**src/rtl/watch_pkg.sv**
```systemverilog
// Shared types and constants for the watch set-mode time editor.
// Editor states, default field geometry, button indices and blink phases.
package watch_pkg;

  typedef enum logic [1:0] {
    IDLE   = 2'd0,
    EDIT   = 2'd1,
    COMMIT = 2'd2
  } edit_state_e;

  localparam int DEF_FIELD_W    = 8;
  localparam int DEF_NUM_FIELDS = 6;

  localparam int BTN_NEXT = 0;
  localparam int BTN_PREV = 1;
  localparam int BTN_INC  = 2;
  localparam int BTN_DEC  = 3;

  localparam logic BLINK_SHOW = 1'b0;
  localparam logic BLINK_HIDE = 1'b1;

endpackage

```
**src/rtl/watch_btn_repeat.sv**
```systemverilog
// Press detector with hold-to-repeat for one button: one step on the press edge,
// one after HOLD_CYC held cycles, then one every RPT_CYC cycles while still held alone.
module watch_btn_repeat #(
  parameter int HOLD_CYC = 25_000_000,
  parameter int RPT_CYC  = 5_000_000
) (
  input  logic clk,
  input  logic rst,
  input  logic level,
  input  logic solo,
  input  logic en,
  output logic step
);

  localparam int CNT_MAX = (HOLD_CYC > RPT_CYC) ? HOLD_CYC : RPT_CYC;
  localparam int CNT_W   = $clog2(CNT_MAX + 1);
  localparam logic [CNT_W-1:0] HOLD_V = CNT_W'(HOLD_CYC);
  localparam logic [CNT_W-1:0] RPT_V  = CNT_W'(RPT_CYC);

  logic             prev_r;
  logic             rpt_r;
  logic [CNT_W-1:0] cnt_r;
  logic             qual_s;
  logic             at_lim_s;
  logic             step_s;

  // Qualify the press and detect the end of the current hold/repeat interval.
  always_comb begin
    qual_s   = level & solo & en;
    at_lim_s = (cnt_r == (rpt_r ? RPT_V : HOLD_V));
    step_s   = qual_s & ((level & ~prev_r) | at_lim_s);
  end

  // Previous level and hold counter; restarting the count at one keeps the repeat cadence exact.
  always_ff @(posedge clk or negedge rst) begin
    if (!rst) begin
      prev_r <= 1'b0;
      rpt_r  <= 1'b0;
      cnt_r  <= {CNT_W{1'b0}};
    end else begin
      prev_r <= level;
      if (!qual_s) begin
        cnt_r <= {CNT_W{1'b0}};
        rpt_r <= 1'b0;
      end else if (at_lim_s) begin
        cnt_r <= CNT_W'(1);
        rpt_r <= 1'b1;
      end else begin
        cnt_r <= cnt_r + CNT_W'(1);
      end
    end
  end

  assign step = step_s;

endmodule

```
**src/rtl/watch_time_editor.sv**
```systemverilog
// Set-mode field editor: loads the live time, edits each field within its bounds,
// and hands the result to the timekeeper over a valid/ready commit.
module watch_time_editor import watch_pkg::*; #(
  parameter int NUM_FIELDS = DEF_NUM_FIELDS,
  parameter int FIELD_W    = DEF_FIELD_W,
  parameter int HOLD_CYC   = 25_000_000,
  parameter int RPT_CYC    = 5_000_000,
  localparam int VEC_W     = NUM_FIELDS * FIELD_W,
  localparam int CUR_W     = $clog2(NUM_FIELDS + 1)
) (
  input  logic                clk,
  input  logic                rst,
  input  logic                tick_1s,
  input  logic                edit_req,
  input  logic                btn_next,
  input  logic                btn_prev,
  input  logic                btn_inc,
  input  logic                btn_dec,
  input  logic [VEC_W-1:0]    cur_time,
  input  logic [VEC_W-1:0]    lo_flat,
  input  logic [VEC_W-1:0]    hi_flat,
  input  logic                set_ready,
  output logic [VEC_W-1:0]    edit_val,
  output logic [CUR_W-1:0]    cursor,
  output logic [NUM_FIELDS:0] blank_mask,
  output logic                editing,
  output logic [VEC_W-1:0]    set_time,
  output logic                set_valid
);

  typedef logic [FIELD_W-1:0] field_t;
  localparam logic [CUR_W-1:0] CUR_LAST = CUR_W'(NUM_FIELDS);

  // An empty range (lo > hi) pins the field to lo.
  function automatic field_t clamp_field(input field_t v, input field_t lo, input field_t hi);
    field_t r;
    if (lo > hi)     r = lo;
    else if (v < lo) r = lo;
    else if (v > hi) r = hi;
    else             r = v;
    return r;
  endfunction

  function automatic field_t step_field(input field_t v, input field_t lo, input field_t hi,
                                        input logic up);
    logic [FIELD_W:0] w;
    field_t           r;
    w = up ? ({1'b0, v} + {{FIELD_W{1'b0}}, 1'b1}) : ({1'b0, v} - {{FIELD_W{1'b0}}, 1'b1});
    if (lo > hi)     r = lo;
    else if (up)     r = (v >= hi) ? lo : w[FIELD_W-1:0];
    else             r = (v <= lo) ? hi : w[FIELD_W-1:0];
    return r;
  endfunction

  edit_state_e         state_r, state_s;
  logic [VEC_W-1:0]    edit_r, edit_s;
  logic [VEC_W-1:0]    set_time_r, set_time_s;
  logic [CUR_W-1:0]    cursor_r, cursor_s;
  logic [NUM_FIELDS:0] mask_r, mask_s;
  logic                blink_r, blink_s;
  logic                set_valid_r, set_valid_s;
  logic                editing_r, editing_s;
  logic                nprev_r, pprev_r;
  logic [3:0]          btn_s;
  logic                solo_s, in_edit_s;
  logic                next_ev_s, prev_ev_s, inc_step_s, dec_step_s, any_ev_s;

  // Decode the buttons: only a lone button produces an event.
  always_comb begin
    btn_s           = 4'b0000;
    btn_s[BTN_NEXT] = btn_next;
    btn_s[BTN_PREV] = btn_prev;
    btn_s[BTN_INC]  = btn_inc;
    btn_s[BTN_DEC]  = btn_dec;
    solo_s          = $onehot(btn_s);
    in_edit_s       = (state_r == EDIT);
    next_ev_s       = btn_next & ~nprev_r & solo_s;
    prev_ev_s       = btn_prev & ~pprev_r & solo_s;
    any_ev_s        = next_ev_s | prev_ev_s | inc_step_s | dec_step_s;
  end

  watch_btn_repeat #(.HOLD_CYC(HOLD_CYC), .RPT_CYC(RPT_CYC)) u_inc_rpt (
    .clk(clk), .rst(rst), .level(btn_inc), .solo(solo_s), .en(in_edit_s), .step(inc_step_s)
  );

  watch_btn_repeat #(.HOLD_CYC(HOLD_CYC), .RPT_CYC(RPT_CYC)) u_dec_rpt (
    .clk(clk), .rst(rst), .level(btn_dec), .solo(solo_s), .en(in_edit_s), .step(dec_step_s)
  );

  // Next-state and next-output logic for the editor.
  always_comb begin
    state_s     = state_r;
    edit_s      = edit_r;
    cursor_s    = cursor_r;
    blink_s     = blink_r ^ tick_1s;
    set_time_s  = set_time_r;
    set_valid_s = set_valid_r;
    case (state_r)
      IDLE: begin
        if (edit_req) begin
          for (int f = 0; f < NUM_FIELDS; f++) begin
            edit_s[f*FIELD_W +: FIELD_W] = clamp_field(cur_time[f*FIELD_W +: FIELD_W],
                                                       lo_flat[f*FIELD_W +: FIELD_W],
                                                       hi_flat[f*FIELD_W +: FIELD_W]);
          end
          cursor_s = {CUR_W{1'b0}};
          blink_s  = BLINK_SHOW;
          state_s  = EDIT;
        end else begin
          state_s = IDLE;
        end
      end
      EDIT: begin
        // Every field tracks its bounds each cycle; the cursor field also steps.
        for (int f = 0; f < NUM_FIELDS; f++) begin
          if ((cursor_r == CUR_W'(f)) && (inc_step_s || dec_step_s)) begin
            edit_s[f*FIELD_W +: FIELD_W] = step_field(
              clamp_field(edit_r[f*FIELD_W +: FIELD_W], lo_flat[f*FIELD_W +: FIELD_W],
                          hi_flat[f*FIELD_W +: FIELD_W]),
              lo_flat[f*FIELD_W +: FIELD_W], hi_flat[f*FIELD_W +: FIELD_W], inc_step_s);
          end else begin
            edit_s[f*FIELD_W +: FIELD_W] = clamp_field(edit_r[f*FIELD_W +: FIELD_W],
                                                       lo_flat[f*FIELD_W +: FIELD_W],
                                                       hi_flat[f*FIELD_W +: FIELD_W]);
          end
        end
        if (next_ev_s && (cursor_r != CUR_LAST)) begin
          cursor_s = cursor_r + CUR_W'(1);
        end else if (prev_ev_s && (cursor_r != {CUR_W{1'b0}})) begin
          cursor_s = cursor_r - CUR_W'(1);
        end else begin
          cursor_s = cursor_r;
        end
        if ((cursor_r == CUR_LAST) && inc_step_s) begin
          set_time_s  = edit_r;
          set_valid_s = 1'b1;
          state_s     = COMMIT;
        end else if ((cursor_r == CUR_LAST) && dec_step_s) begin
          state_s = IDLE;
        end else begin
          state_s = EDIT;
        end
        if (any_ev_s) begin
          blink_s = BLINK_SHOW;
        end else begin
          blink_s = blink_r ^ tick_1s;
        end
      end
      COMMIT: begin
        if (set_ready) begin
          set_valid_s = 1'b0;
          state_s     = IDLE;
        end else begin
          state_s = COMMIT;
        end
      end
      default: begin
        state_s     = IDLE;
        set_valid_s = 1'b0;
      end
    endcase
    editing_s = (state_s != IDLE);
    if ((state_s == EDIT) && (blink_s == BLINK_HIDE)) begin
      mask_s = {{NUM_FIELDS{1'b0}}, 1'b1} << cursor_s;
    end else begin
      mask_s = {(NUM_FIELDS + 1){1'b0}};
    end
  end

  // State and registered outputs.
  always_ff @(posedge clk or negedge rst) begin
    if (!rst) begin
      state_r     <= IDLE;
      edit_r      <= {VEC_W{1'b0}};
      cursor_r    <= {CUR_W{1'b0}};
      blink_r     <= BLINK_SHOW;
      set_time_r  <= {VEC_W{1'b0}};
      set_valid_r <= 1'b0;
      editing_r   <= 1'b0;
      mask_r      <= {(NUM_FIELDS + 1){1'b0}};
      nprev_r     <= 1'b0;
      pprev_r     <= 1'b0;
    end else begin
      state_r     <= state_s;
      edit_r      <= edit_s;
      cursor_r    <= cursor_s;
      blink_r     <= blink_s;
      set_time_r  <= set_time_s;
      set_valid_r <= set_valid_s;
      editing_r   <= editing_s;
      mask_r      <= mask_s;
      nprev_r     <= btn_next;
      pprev_r     <= btn_prev;
    end
  end

  assign edit_val   = edit_r;
  assign cursor     = cursor_r;
  assign blank_mask = mask_r;
  assign editing    = editing_r;
  assign set_time   = set_time_r;
  assign set_valid  = set_valid_r;

endmodule

```
**config.mk**
```make
export PLATFORM = sky130hd
export DESIGN_NAME = watch_time_editor
export DESIGN_NICKNAME = d
export VERILOG_FILES = /design/src/rtl/watch_pkg.sv /design/src/rtl/watch_btn_repeat.sv /design/src/rtl/watch_time_editor.sv
export SDC_FILE = /design/constraint.sdc
export NUM_CORES = 1
export LEC_CHECK = 0
export CAP_MARGIN = 20
export CORE_MARGIN = 5
export CORE_UTILIZATION = 45
export DETAILED_ROUTE_END_ITERATION = 6
export PLACE_DENSITY = 0.68
export SLEW_MARGIN = 20
export SYNTH_ARGS = -nofsm -noshare
export SYNTH_HDL_FRONTEND = slang
export SYNTH_SLANG_ARGS = --single-unit
```
**constraint.sdc**
```tcl
create_clock -name clk -period 4.55 [get_ports clk]
set_input_delay 0.6825 -clock clk [delete_from_list [all_inputs] [get_ports clk]]
set_output_delay 0.6825 -clock clk [all_outputs]
set_load 0.01 [all_outputs]
```
---- Word-level counts from Yosys, hierarchy flattened ----
Cells that the tools add are included.
Widths: inputs -> output; s select.
cells by class
  add/subtract/negate cells ............... 19
  magnitude comparators ................... 42
  equality and inequality tests ........... 18
  shifts and indexed selects .............. 1
  muxes and demuxes ....................... 112
  bitwise gates (word level) .............. 23
  reduce and logical (&&, ||, !) cells .... 20
operators with widths
  kind                   number
  $mux 8                 84
  $mux 25                6
  $gt 8x8->1             18
  $lt 8x8->1             12
  $pmux 48 s2            1
  $add 25x1->25 const B  2
  $eq 25x25->1           2
  $add 8x1->8 const B    6
  $ge 8x8->1             6
  $le 8x8->1             6
  $mux 48                1
  $sub 8x1->8 const B    6
  $and 1x1->1            12
  $logic_and 1x1->1      11
  $mux 1                 10
  $ne 2x2->1 const B     5
  $eq 3x3->1 const B     3
  $mux 3                 3
  $mux 7                 1
  $shl 1x3->7 const A    1
  $eq 3x1->1 const B     2
  $eq 3x2->1 const B     2
  $pmux 2 s3             1
  $pmux 3 s2             1
  20 further kinds       33
storage, ports and cells
  register bits ........................... 167
  input bits .............................. 153
  output and inout port bits .............. 108
  logic and storage cells ................. 251

---- Logic depth before layout (Yosys ltp) ----
Gate-level depths: netlist (run 1).
  depth in word-level cells ............... 17
  depth in mapped cells ................... 23
  gate-level depth less buffers ........... 21

---- Hierarchy ----
From an unflattened synthesis (run 1), not the netlist that was laid out.
second synthesis, totals
  cells, all modules ...................... 2,729
  area, all modules ....................... 21,524.4 um2
modules (own cells, without submodules)
  module             instances  cells each  area an instance (um2)
  watch_time_editor  1          2,417       18,453.9
  watch_btn_repeat   2          156         1,535.2

---- Worst setup path before layout (run 1) ----
No wires, ideal clock.
  kind .................................... input-to-reg
  start ................................... input port btn_next
  end ..................................... register edit_r[30], in the netlist edit_val[30]
  library setup time ...................... 0.104 ns
  data arrival time ....................... 5.692 ns
  required time ........................... 4.446 ns
  slack ................................... -1.246 ns
  cell stages on the path ................. 23
  buffers on the path ..................... 3
  cell sequence ........................... inv_1 fa_1 inv_1 ha_1 ha_1 nor2_1 nand2_1 nor2_1 o211ai_1 clkbuf_1 buf_1 clkbuf_1 ha_1 nor2b_1 o21ai_0 nand2b_1 a21o_1 a21oi_1 xnor2_1 mux2i_1 a22oi_1 o21ai_0 a221oi_1
between the ends
  word-level cells in the longest chain between the ends .. 12
  elaborated cells between the ends (all ways) .. 18
  classes of those cells .................. add/sub: 2; eq/ne: 1; mux: 7; bitwise: 6; reduce/logical: 2
ends and longest elaborated chain
  element                              line                                              RTL
  from (decl)                          watch_time_editor.sv:15                           input logic btn_next,
  $add 1x1->2 (not written as such) *  watch_time_editor.sv:75                           solo_s = $onehot(btn_s);
  $add 2x2->3 (not written as such) *  watch_time_editor.sv:75
  $eq 3x1->1 *                         watch_time_editor.sv:75
  $and 1x1->1 (2 in a row)             watch_btn_repeat.sv:29                            qual_s = level & solo & en;
  $and 1x1->1                          watch_btn_repeat.sv:31                            step_s = qual_s & ((level & ~prev_r) | at_lim_s);
  $mux 8                               watch_time_editor.sv:48                           w = up ? ({1'b0, v} + {{FIELD_W{1'b0}}, 1'b1}) : ({1'b0, v} - {{FIELD_W{1'b0}}, 1'b1});
  $mux 8, on equally long branches     watch_time_editor.sv:51, watch_time_editor.sv:50
  $mux 8                               watch_time_editor.sv:50                           else if (up) r = (v >= hi) ? lo : w[FIELD_W-1:0];
  $mux 8                               watch_time_editor.sv:49                           if (lo > hi) r = lo;
  $mux 8 *                             watch_time_editor.sv:116                          if ((cursor_r == CUR_W'(f)) && (inc_step_s || dec_step_s)) begin
  $pmux 48 s2 *                        watch_time_editor.sv:98                           case (state_r)
  to (signal assigned)                 watch_time_editor.sv:174                          edit_r <= {VEC_W{1'b0}};
  to (signal assigned)                 watch_time_editor.sv:185                          edit_r <= edit_s;
  to (decl)                            watch_time_editor.sv:56                           logic [VEC_W-1:0] edit_r, edit_s;
Mark *: on every way between the ends. The rest lies on a longest branch, timed or not.
A chain may end at the register's enable or synchronous reset.

---- Final worst setup path (run 1) ----
  start ................................... input port hi_flat[21]
  end ..................................... register edit_r[21], in the netlist edit_val[21]
between the ends
  word-level cells in the longest chain between the ends .. 13
  elaborated cells between the ends (all ways) .. 23
  classes of those cells .................. add/sub: 2; order compare: 5; mux: 16
ends and longest elaborated chain
  element                                            line                                              RTL
  from (decl)                                        watch_time_editor.sv:21                           input logic [VEC_W-1:0] hi_flat,
  $gt 8x8->1                                         watch_time_editor.sv:39                           else if (v > hi) r = hi;
  $mux 8                                             watch_time_editor.sv:39
  $mux 8                                             watch_time_editor.sv:38                           else if (v < lo) r = lo;
  $mux 8                                             watch_time_editor.sv:37                           if (lo > hi) r = lo;
  $mux 8                                             watch_time_editor.sv:116
  $mux 8                                             watch_time_editor.sv:98
  $sub 8x1->8 / $add 8x1->8 (equally long branches)  watch_time_editor.sv:48
  $mux 8                                             watch_time_editor.sv:48
  $mux 8, on equally long branches                   watch_time_editor.sv:51, watch_time_editor.sv:50
  $mux 8                                             watch_time_editor.sv:50
  $mux 8                                             watch_time_editor.sv:49
  $mux 8                                             watch_time_editor.sv:116
  $pmux 48 s2 *                                      watch_time_editor.sv:98
Mark *: on every way between the ends. The rest lies on a longest branch, timed or not. The select of a mux whose other input is x is not followed.

==> insert_results.sql, run 1 <==
INSERT INTO impl_metrics (metric_group, metric, value, unit) VALUES
('cts', 'clk_path_buf_depth', '2', ''),
('timing', 'max_freq', '222.5', 'MHz'),
('cts', 'hold_bufs_inserted_after_cts', '0', ''),
('logic_synthesis', 'syn_inst', '2496', ''),
('timing', 'worst_clock_skew', '0.02400', 'ns'),
('logic_synthesis', 'synth_edf_count', '0', ''),
('global_route', 'maximum_number_of_pins_on_one_net_before_global_route_repair', '103', ''),
('global_route', 'grt_overflow_total', '0', ''),
('routing', 'total_via_count_in_the_routed_design', '22750', ''),
('cts', 'cts.root.buffer_cell', 'sky130_fd_sc_hd__clkbuf_16', ''),
('cts', 'clock_transition_at_path_regs', '0.09', 'ns'),
('cts', 'cts_tree', 'done', ''),
('cts', 'number_of_clock_buffers_inserted_by_tritoncts', '17', ''),
('die', 'die_y', '222.2', 'µm'),
('die', 'initial_utilization', '0.4561', ''),
('worst_setup_path', 'critical_path.max_fanout', '4', ''),
('pwr', 'leakagePower', '13.72', 'nW'),
('timing', 'timing.final.max_slew_violations', '0', ''),
('logic_synthesis', 'synth_top_flop_cell', 'sky130_fd_sc_hd__dfrtp_1', ''),
('die', 'core.rowCount', '77', ''),
('final_layout', 'ratio_of_cells_with_drive_above_1_in_the_final_layout', '0.2419', ''),
('pwr', 'comb_power_share', '0.732', ''),
('routing', 'detail_route.vias_per_cell', '5.894', ''),
('timing', 'postLayoutSetupSlackWorst', '0.05468', 'ns'),
('pwr', 'ir_drop', '0.3625', 'mV'),
('timing', 'period_minus_slack', '4.495', 'ns'),
('routing', 'avgRoutedWirePerCell', '19.88', 'µm'),
('routing', 'drt_first_iter_violations', '1753', ''),
('pwr', 'internal_power', '8.271', 'mW'),
('timing', 'worst_hold_check_slack', '0.1562', 'ns'),
('global_route', 'grt_util_met2', '0.4889', ''),
('logic_synthesis', 'postSynth.asyncResetShare', '1.000', ''),
('pwr', 'p_sw', '6.999', 'mW'),
('worst_setup_path', 'cp.required', '4.95', 'ns'),
('worst_setup_path', 'crit_type', 'in -> reg', ''),
('timing', 'number_of_setup_violations_in_the_final_report', '0', ''),
('placed_design', 'preCtsSetupSlack', '-0.6019', 'ns'),
('timing', 'timing.final.crit_share', '0.9880', ''),
('pwr', 'power_switching_share', '0.4584', ''),
('worst_setup_path', 'register_to_register_setup_slack', '0.30', 'ns'),
('final_layout', 'post-route-cell-area', '0.02886', 'mm²'),
('worst_setup_path', 'timing.critical_path.from_type', 'input pin', ''),
('placed_design', 'dpl-instance-area', '0.02737', 'mm²'),
('routing', 'drt-pass1-iter-count', '6', ''),
('die', 'core_area', '0.04441', 'mm²'),
('pwr', 'p_clk_frac', '0.105', ''),
('routing', 'drc_violations_left', '0', ''),
('status', 'run_status', 'finished clean', ''),
('placed_design', 'dp_hpwl', '59.90', 'mm'),
('logic_synthesis', 'ys_seq_elements', '167', ''),
('logic_synthesis', 'synth_area', '0.02026', 'mm²'),
('global_route', 'grt_util_met3', '0.05108', ''),
('final_layout', 'syn2layout_area_growth', '42.47', '%'),
('global_route', 'global_routing_s_busiest_layer', 'met2', ''),
('global_route', 'gr-usage-all-layers', '0.2945', ''),
('pwr', 'power.sequential.fraction', '0.163', ''),
('placed_design', 'gpl_congestion', '0.9953', ''),
('timing', 'worst_slew_pin_slew', '0.9202', 'ns'),
('logic_synthesis', 'postSynthNetCount', '3028', ''),
('final_layout', 'nets', '3785', ''),
('hold_path', 'worst_hold_path_type', 'in -> async', ''),
('routing', 'antenna_violating_nets_post_route', '0', ''),
('placed_design', 'port_buffers', '260', ''),
('run', 'max_cap_viol_count', '0', ''),
('global_route', 'first_global_vias', '22610', ''),
('pwr', 'power_density_of_the_placed_cells', '529.1', 'mW/mm²'),
('logic_synthesis', 'ys_types', '80', ''),
('worst_setup_path', 'worstRegToRegCells', '20', ''),
('logic_synthesis', 'synth_area_per_cell', '8.116', 'µm²'),
('global_route', 'met1_global_route_usage', '0.3858', ''),
('cts', 'clock_sinks', '167', '');
## critical path: stages
cell and delay, ns:
sky130_fd_sc_hd__clkdlybuf4s50_1 0.50, sky130_fd_sc_hd__inv_1 0.07, sky130_fd_sc_hd__ha_1 0.32, sky130_fd_sc_hd__a211oi_2 0.25, sky130_fd_sc_hd__nor2_1 0.10, sky130_fd_sc_hd__o211a_1 0.24
sky130_fd_sc_hd__or3_1 0.41, sky130_fd_sc_hd__mux2i_2 0.21, sky130_fd_sc_hd__ha_1 0.26, sky130_fd_sc_hd__nand2b_1 0.16, sky130_fd_sc_hd__a21o_1 0.21, sky130_fd_sc_hd__a21oi_2 0.15
sky130_fd_sc_hd__o21ai_1 0.10, sky130_fd_sc_hd__o41ai_2 0.33, sky130_fd_sc_hd__buf_4 0.17, sky130_fd_sc_hd__or2_2 0.11, sky130_fd_sc_hd__buf_4 0.13, sky130_fd_sc_hd__nand2_2 0.06
sky130_fd_sc_hd__a21oi_2 0.14, sky130_fd_sc_hd__nor4_1 0.07, sky130_fd_sc_hd__or2_1 0.22
## registers in the layout (all words and copies together) (netlist names)
name,flops
blink_r,1
cursor,3
u_inc_rpt.prev_r,1
u_inc_rpt.cnt_r,25
blank_mask,7
pprev_r,1
u_dec_rpt.cnt_r,25
u_dec_rpt.rpt_r,1
nprev_r,1
set_valid,1
edit_val,48
state_r,2
editing,1
u_inc_rpt.rpt_r,1
set_time,48
u_dec_rpt.prev_r,1
## area by class of cell
type                       instances  area [µm²]  area share
tap                              592       740.7     0.02566
sequential                       167        4179      0.1448
inverter                         152       575.6     0.01994
multi-input combinational       2107       15890      0.5506
clock inverter                    15       201.4    0.006980
clock buffer                      17       425.4     0.01474
antenna                            1       2.502  0.00008670
timing repair buffer             808        6847      0.2372
## through the flow
step / TNS [ns] / utilization / instances
final: 0 / 0.6498 / 3859
after floorplan: -0.4595 / - / 2496
after global placement: -12.73 / 0.6162 / 3796
after global routing: -0.7111 / 0.6498 / 3859
after CTS: 0 / 0.6304 / 3828
after detailed placement: -16.92 / 0.6162 / 3796
## power groups by stage
| stage | registers [mW] | clock network [mW] | logic [mW] |
|---|---|---|---|
| after CTS | 2.46 | 1.63 | 10.2 |
| after global routing | 2.53 | 1.69 | 12.2 |
| after detailed placement | 2.48 | 0 | 10.2 |
| after global placement | 2.47 | 0 | 9.89 |
| final | 2.49 | 1.60 | 11.2 |
| after floorplan | 2.53 | 0 | 5.37 |
## layout by cell type (no fill, tap or decap), drive strengths merged, types with 9 or more instances in the layout
master           n
o211ai          35
inv            158
nand2b          30
o22ai           27
o21a            25
or2             14
or3             18
buf            546
nor2b           34
xnor2           37
clkdlybuf4s50  253
and3            25
o221ai           9
nand4           41
a221oi          21
nand2          178
mux2            61
o21ai          163
a211oi          44
nand3           69
clkinv           9
nor2           276
mux2i           76
dfrtp          167
a22oi           14
and2            13
ha             372
a31oi           14
o31ai           13
a21o            50
xor2            33
a21oi          252
clkbuf          20
nor3            38
## synth_stat cells (5+ instances only)
library cell	n	area, µm²
sky130_fd_sc_hd__nand2_1	178	668.1
sky130_fd_sc_hd__or3_1	18	112.6
sky130_fd_sc_hd__mux2i_1	76	760.7
sky130_fd_sc_hd__nor2b_1	34	212.7
sky130_fd_sc_hd__nor2_1	275	1032
sky130_fd_sc_hd__a22oi_1	14	105.1
sky130_fd_sc_hd__clkbuf_1	63	236.5
sky130_fd_sc_hd__mux2_2	61	686.9
sky130_fd_sc_hd__o21bai_1	6	45.04
sky130_fd_sc_hd__a21oi_1	252	1261
sky130_fd_sc_hd__inv_1	152	570.6
sky130_fd_sc_hd__a221oi_1	20	175.2
sky130_fd_sc_hd__o31a_1	5	43.79
sky130_fd_sc_hd__a21boi_0	7	52.55
sky130_fd_sc_hd__and2_1	12	75.07
sky130_fd_sc_hd__nor4_1	6	37.54
sky130_fd_sc_hd__nand4_1	41	256.5
sky130_fd_sc_hd__o21a_1	25	187.7
sky130_fd_sc_hd__a31oi_1	14	87.58
sky130_fd_sc_hd__dfrtp_1	167	4179
sky130_fd_sc_hd__xor2_1	33	289.0
sky130_fd_sc_hd__o21ai_1	7	35.03
sky130_fd_sc_hd__a211oi_1	44	330.3
sky130_fd_sc_hd__a222oi_1	5	50.05
sky130_fd_sc_hd__nand2b_1	30	187.7
sky130_fd_sc_hd__and4b_1	7	70.07
sky130_fd_sc_hd__nand4b_1	5	43.79
sky130_fd_sc_hd__a32oi_1	5	43.79
sky130_fd_sc_hd__o21ai_0	155	775.7
sky130_fd_sc_hd__fa_1	7	140.1
sky130_fd_sc_hd__nor3_1	38	190.2
sky130_fd_sc_hd__and4_1	8	70.07
sky130_fd_sc_hd__nor3b_1	5	37.54
sky130_fd_sc_hd__o221ai_1	9	78.83
sky130_fd_sc_hd__and3_1	25	156.4
sky130_fd_sc_hd__o211ai_1	35	262.8
sky130_fd_sc_hd__nand3_1	69	345.3
sky130_fd_sc_hd__or2_2	13	81.33
sky130_fd_sc_hd__o31ai_1	13	97.59
sky130_fd_sc_hd__xnor2_1	37	324.1
sky130_fd_sc_hd__ha_1	372	4654
sky130_fd_sc_hd__a21o_1	50	375.4
sky130_fd_sc_hd__o22ai_1	27	168.9
## logic make-up (layout without fill, tap and decap cells)
group / Yosys count / count (layout) / synth area share
compound gates: 742 / 744 / 0.2298
mux: 137 / 137 / 0.07146
simple gates: 777 / 777 / 0.1831
fa+ha+maj: 379 / 379 / 0.2367
other cells: 0 / 1 / 0
flops: 167 / 167 / 0.2063
xor+xnor: 70 / 70 / 0.03026
buf+inv: 224 / 992 / 0.04243
## metal layers
metal / wire length [µm] / share of wire
met1: 32730 / 0.43
met2: 35920 / 0.47
met3: 5403 / 0.070
met4: 2663 / 0.035
met5: 0 / 0
## path summary, 6_finish.rpt
kind	from	end
setup / recovery	hi_flat[21]	edit_val[21]$_DFFE_PN0P_
hold / removal	rst	edit_val[15]$_DFFE_PN0P_
setup reg to reg	edit_val[17]$_DFFE_PN0P_	edit_val[21]$_DFFE_PN0P_
hold reg to reg	set_time[38]$_DFFE_PN0P_	set_time[38]$_DFFE_PN0P_
max in group asynchronous	rst	u_inc_rpt.cnt_r[24]$_DFF_PN0_
min in group clk	btn_next	nprev_r$_DFF_PN0_
## what timing repair did
action	CTS	global route
pin swaps	0	57
resized for setup	1	166
endpoints found under the setup margin	1	46
cloned	0	3
setup buffers	0	27
Power figures use the tool's default switching activity.
==> run 2: changes to the inputs <==
ABC_AREA = 1   (was unset)
PLACE_DENSITY = 0.67   (was 0.68)
REMOVE_ABC_BUFFERS = 1   (was unset)
==> insert_results.sql, run 2 <==
INSERT INTO impl_metrics (metric_group, metric, value, unit) VALUES
('cts', 'clock_sinks', '167', ''),
('timing', 'worst_slew_pin_slew', '0.8823', 'ns'),
('pwr', 'p_sw', '6.721', 'mW'),
('global_route', 'grt_overflow_total', '0', ''),
('logic_synthesis', 'seq_area_frac_synth', '0.1990', ''),
('logic_synthesis', 'synth.largest_area_cell', 'sky130_fd_sc_hd__ha_1', ''),
('cts', 'number_of_clock_buffers_inserted_by_tritoncts', '17', ''),
('logic_synthesis', 'ys_top_cells_by_count', 'sky130_fd_sc_hd__nand2_1 (902), sky130_fd_sc_hd__inv_1 (385), sky130_fd_sc_hd__ha_1 (372)', ''),
('timing', 'timing.final.max_slew_violations', '0', ''),
('logic_synthesis', 'yosys-top-cells-area', 'sky130_fd_sc_hd__ha_1 (22%), sky130_fd_sc_hd__dfrtp_1 (20%), sky130_fd_sc_hd__nand2_1 (16%)', ''),
('logic_synthesis', 'ys_types', '52', ''),
('routing', 'avgRoutedWirePerCell', '17.44', 'µm'),
('timing', 'worst_slew_margin_rel', '0.4079', ''),
('worst_setup_path', 'crit_path_top_delay_cell', 'sky130_fd_sc_hd__clkdlybuf4s50_1', ''),
('logic_synthesis', 'synth_top_cell_area_share', '0.2216', ''),
('pwr', 'comb_power_share', '0.715', ''),
('worst_setup_path', 'arrival_time_at_the_worst_endpoint', '4.70', 'ns'),
('logic_synthesis', 'synth_warnings', '0', ''),
('placed_design', 'dpl-instance-area', '0.02732', 'mm²'),
('worst_setup_path', 'worst_path_dominant_cell_family', 'adder cells', ''),
('die', 'io_pins', '261', ''),
('final_layout', 'post-route-cell-area', '0.02802', 'mm²'),
('die', 'die_y', '226.0', 'µm'),
('cts', 'hold_bufs_inserted_after_cts', '0', ''),
('die', 'floorplan.die_area', '0.05109', 'mm²'),
('pwr', 'power_switching_share', '0.4776', ''),
('final_layout', 'stdcell_count', '4397', ''),
('die', 'die_w', '226.0', 'µm'),
('die', 'core.rowCount', '79', ''),
('worst_setup_path', 'critical_path.max_fanout', '6', ''),
('cts', 'clk_path_buf_depth', '2', ''),
('pwr', 'post-layout-total-power', '14.07', 'mW'),
('cts', 'clock_transition_at_path_regs', '0.08', 'ns'),
('run', 'max_cap_viol_count', '0', ''),
('hold_path', 'worst_hold_path_type', 'in -> async', ''),
('placed_design', 'preCtsSetupSlack', '-0.4011', 'ns'),
('final_layout', 'nets', '4304', ''),
('timing', 'postLayoutSetupSlackWorst', '0.2440', 'ns'),
('pwr', 'ir_drop', '0.3894', 'mV'),
('routing', 'total_via_count_in_the_routed_design', '24110', ''),
('routing', 'drt_first_iter_violations', '1730', ''),
('placed_design', 'gpl_congestion', '0.9401', ''),
('timing', 'rsz0062_at_grt', 'yes', ''),
('cts', 'clkLatencyLatePin', '0.50', 'ns'),
('final_layout', 'mostFrequentLayoutCells', 'sky130_fd_sc_hd__nand2_1 (899), sky130_fd_sc_hd__buf_4 (410), sky130_fd_sc_hd__inv_1 (382), sky130_fd_sc_hd__ha_1 (371), sky130_fd_sc_hd__a21oi_1 (301)', ''),
('global_route', 'gr-usage-all-layers', '0.2964', ''),
('final_layout', 'layout_commonest_cell', 'sky130_fd_sc_hd__nand2_1', ''),
('status', 'violated_checks', 'design-rule violations', ''),
('pwr', 'power.sequential.fraction', '0.173', ''),
('global_route', 'first_pass_grt_wire_length', '122.7', 'mm'),
('worst_setup_path', 'cp.required', '4.95', 'ns'),
('worst_setup_path', 'worst_path_largest_cell_delay', '0.50', 'ns'),
('worst_setup_path', 'timing.critical_path.from_type', 'input pin', ''),
('pwr', 'p_clk_frac', '0.112', ''),
('final_layout', 'utilization', '0.6045', ''),
('logic_synthesis', 'synth_edf_count', '0', ''),
('timing', 'max_freq', '232.2', 'MHz'),
('logic_synthesis', 'synth_area', '0.02100', 'mm²'),
('status', 'run_status', 'complete, but fails checks', ''),
('routing', 'antenna_violating_nets_post_route', '0', ''),
('pwr', 'internal_power', '7.351', 'mW'),
('cts', 'clock_tree.htree_level_count', '4', ''),
('cts', 'cts_tree', 'done', ''),
('global_route', 'first_global_vias', '23870', ''),
('logic_synthesis', 'ys_seq_elements', '167', ''),
('timing', 'worst_clock_skew', '0.01541', 'ns'),
('timing', 'worst_hold_check_slack', '0.3159', 'ns'),
('routing', 'drc_violations_left', '8', ''),
('worst_setup_path', 'critical_path.n_buffers_inverters', '8', ''),
('logic_synthesis', 'syn_inst', '3146', ''),
('final_layout', 'syn2layout_area_growth', '33.45', '%'),
('worst_setup_path', 'kind_of_capture_point_of_the_worst_setup_path', 'flip-flop', ''),
('worst_setup_path', 'crit_type', 'in -> reg', ''),
('timing', 'period_minus_slack', '4.306', 'ns'),
('logic_synthesis', 'synth_area_per_cell', '6.675', 'µm²'),
('routing', 'drt-pass1-iter-count', '7', ''),
('die', 'core_area', '0.04636', 'mm²'),
('routing', 'detail_route.vias_per_cell', '5.484', ''),
('timing', 'fin_tns_setup', '0', 'ns'),
('placed_design', 'dp_hpwl', '61.87', 'mm'),
('timing', 'timing.final.crit_share', '0.9464', ''),
('timing', 'hold_violations', '0', ''),
('worst_setup_path', 'crit_top_cell', 'sky130_fd_sc_hd__nand3_1', ''),
('die', 'initial_utilization', '0.4530', ''),
('global_route', 'maximum_number_of_pins_on_one_net_before_global_route_repair', '95', ''),
('logic_synthesis', 'synth_top_flop_cell', 'sky130_fd_sc_hd__dfrtp_1', ''),
('cts', 'cts.root.buffer_cell', 'sky130_fd_sc_hd__clkbuf_16', ''),
('global_route', 'grt_antenna_before_repair', '11', ''),
('final_layout', 'ratio_of_cells_with_drive_above_1_in_the_final_layout', '0.1419', ''),
('pwr', 'leakagePower', '14.30', 'nW'),
('logic_synthesis', 'postSynth.asyncResetShare', '1.000', ''),
('placed_design', 'post-place-cells', '4357', ''),
('placed_design', 'port_buffers', '260', ''),
('logic_synthesis', 'yosysMostFrequentCell', 'sky130_fd_sc_hd__nand2_1', ''),
('routing', 'route.final.wire_length', '76.66', 'mm'),
('timing', 'number_of_setup_violations_in_the_final_report', '0', ''),
('pwr', 'power_density_of_the_placed_cells', '502.1', 'mW/mm²');
run 2: cell count changes in the layout (fill, tap and decap cells not counted), moves of 59 or more:
cell / change
sky130_fd_sc_hd__nand2_1: +724
sky130_fd_sc_hd__o21ai_0: +143
sky130_fd_sc_hd__mux2i_1: -72
sky130_fd_sc_hd__buf_4: -125
sky130_fd_sc_hd__nor2_1: -125
sky130_fd_sc_hd__inv_1: +237
sky130_fd_sc_hd__a21oi_1: +87
sky130_fd_sc_hd__mux2_2: -59
run 2: logic make-up (layout without fill, tap and decap cells):
| kind of cell | Yosys count | in the layout | synth area share |
|---|---|---|---|
| flip-flops | 167 | 167 | 0.1990 |
| buffers and inverters | 478 | 1117 | 0.08663 |
| XOR/XNOR | 30 | 30 | 0.01251 |
| other | 0 | 5 | 0 |
| AO/OA/AOI/OAI | 793 | 793 | 0.2124 |
| AND/OR/NAND/NOR | 1298 | 1298 | 0.2606 |
| multiplexers | 1 | 1 | 0.0005362 |
| adder cells (fa/ha/maj) | 379 | 379 | 0.2283 |
run 2: power by group through the flow:
stage                     Combinational, mW  Sequential (mW)  Clock [mW]
after floorplan                        5.22             2.50           0
after global placement                 9.64             2.45           0
final                                  10.1             2.44        1.57
after global routing                   11.3             2.50        1.66
after detailed placement               9.88             2.46           0
after CTS                              9.94             2.44        1.60
run 2: what timing repair did:
| action | in CTS | in global routing |
|---|---|---|
| buffers inserted | 0 | 3 |
| gates resized for setup | 0 | 33 |
| endpoints found under the setup margin | 0 | 26 |
| endpoints found under the hold margin | 0 | 0 |
run 2: worst paths after layout:
| kind | to | cells after the start | slack (ns) | startpoint |
|---|---|---|---|---|
| max in group asynchronous | u_inc_rpt.cnt_r[0]$_DFF_PN0_ | 2 | 3.30 | rst |
| worst min-delay path | edit_val[5]$_DFFE_PN0P_ | 1 | 0.32 | rst |
| worst max-delay path | edit_val[38]$_DFFE_PN0P_ | 26 | 0.24 | btn_prev |
| worst max register to register | edit_val[40]$_DFFE_PN0P_ | 24 | 0.57 | edit_val[47]$_DFFE_PN0P_ |
| worst min register to register | set_time[29]$_DFFE_PN0P_ | 2 | 0.49 | set_time[29]$_DFFE_PN0P_ |
| min in group clk | nprev_r$_DFF_PN0_ | 1 | 0.35 | btn_next |
run 2: metal layers:
layer | vias up | GRT usage | part of all wire
met5 | - | 0 | 0.0011
met1 | 11210 | 0.3850 | 0.44
met2 | 789 | 0.4971 | 0.47
met3 | 169 | 0.05122 | 0.065
li1 | 11930 | - | -
met4 | 12 | 0.1075 | 0.034
run 2: cell type report:
class | count | area, µm²
clock buffers | 19 | 452.9
multi-input cells | 2501 | 15090
inverters | 406 | 1526
flip-flops and latches | 167 | 4179
well taps | 607 | 759.5
clock inverters | 13 | 150.1
diodes | 5 | 12.51
repair buffers | 679 | 5858
fillers | 4360 | 18330
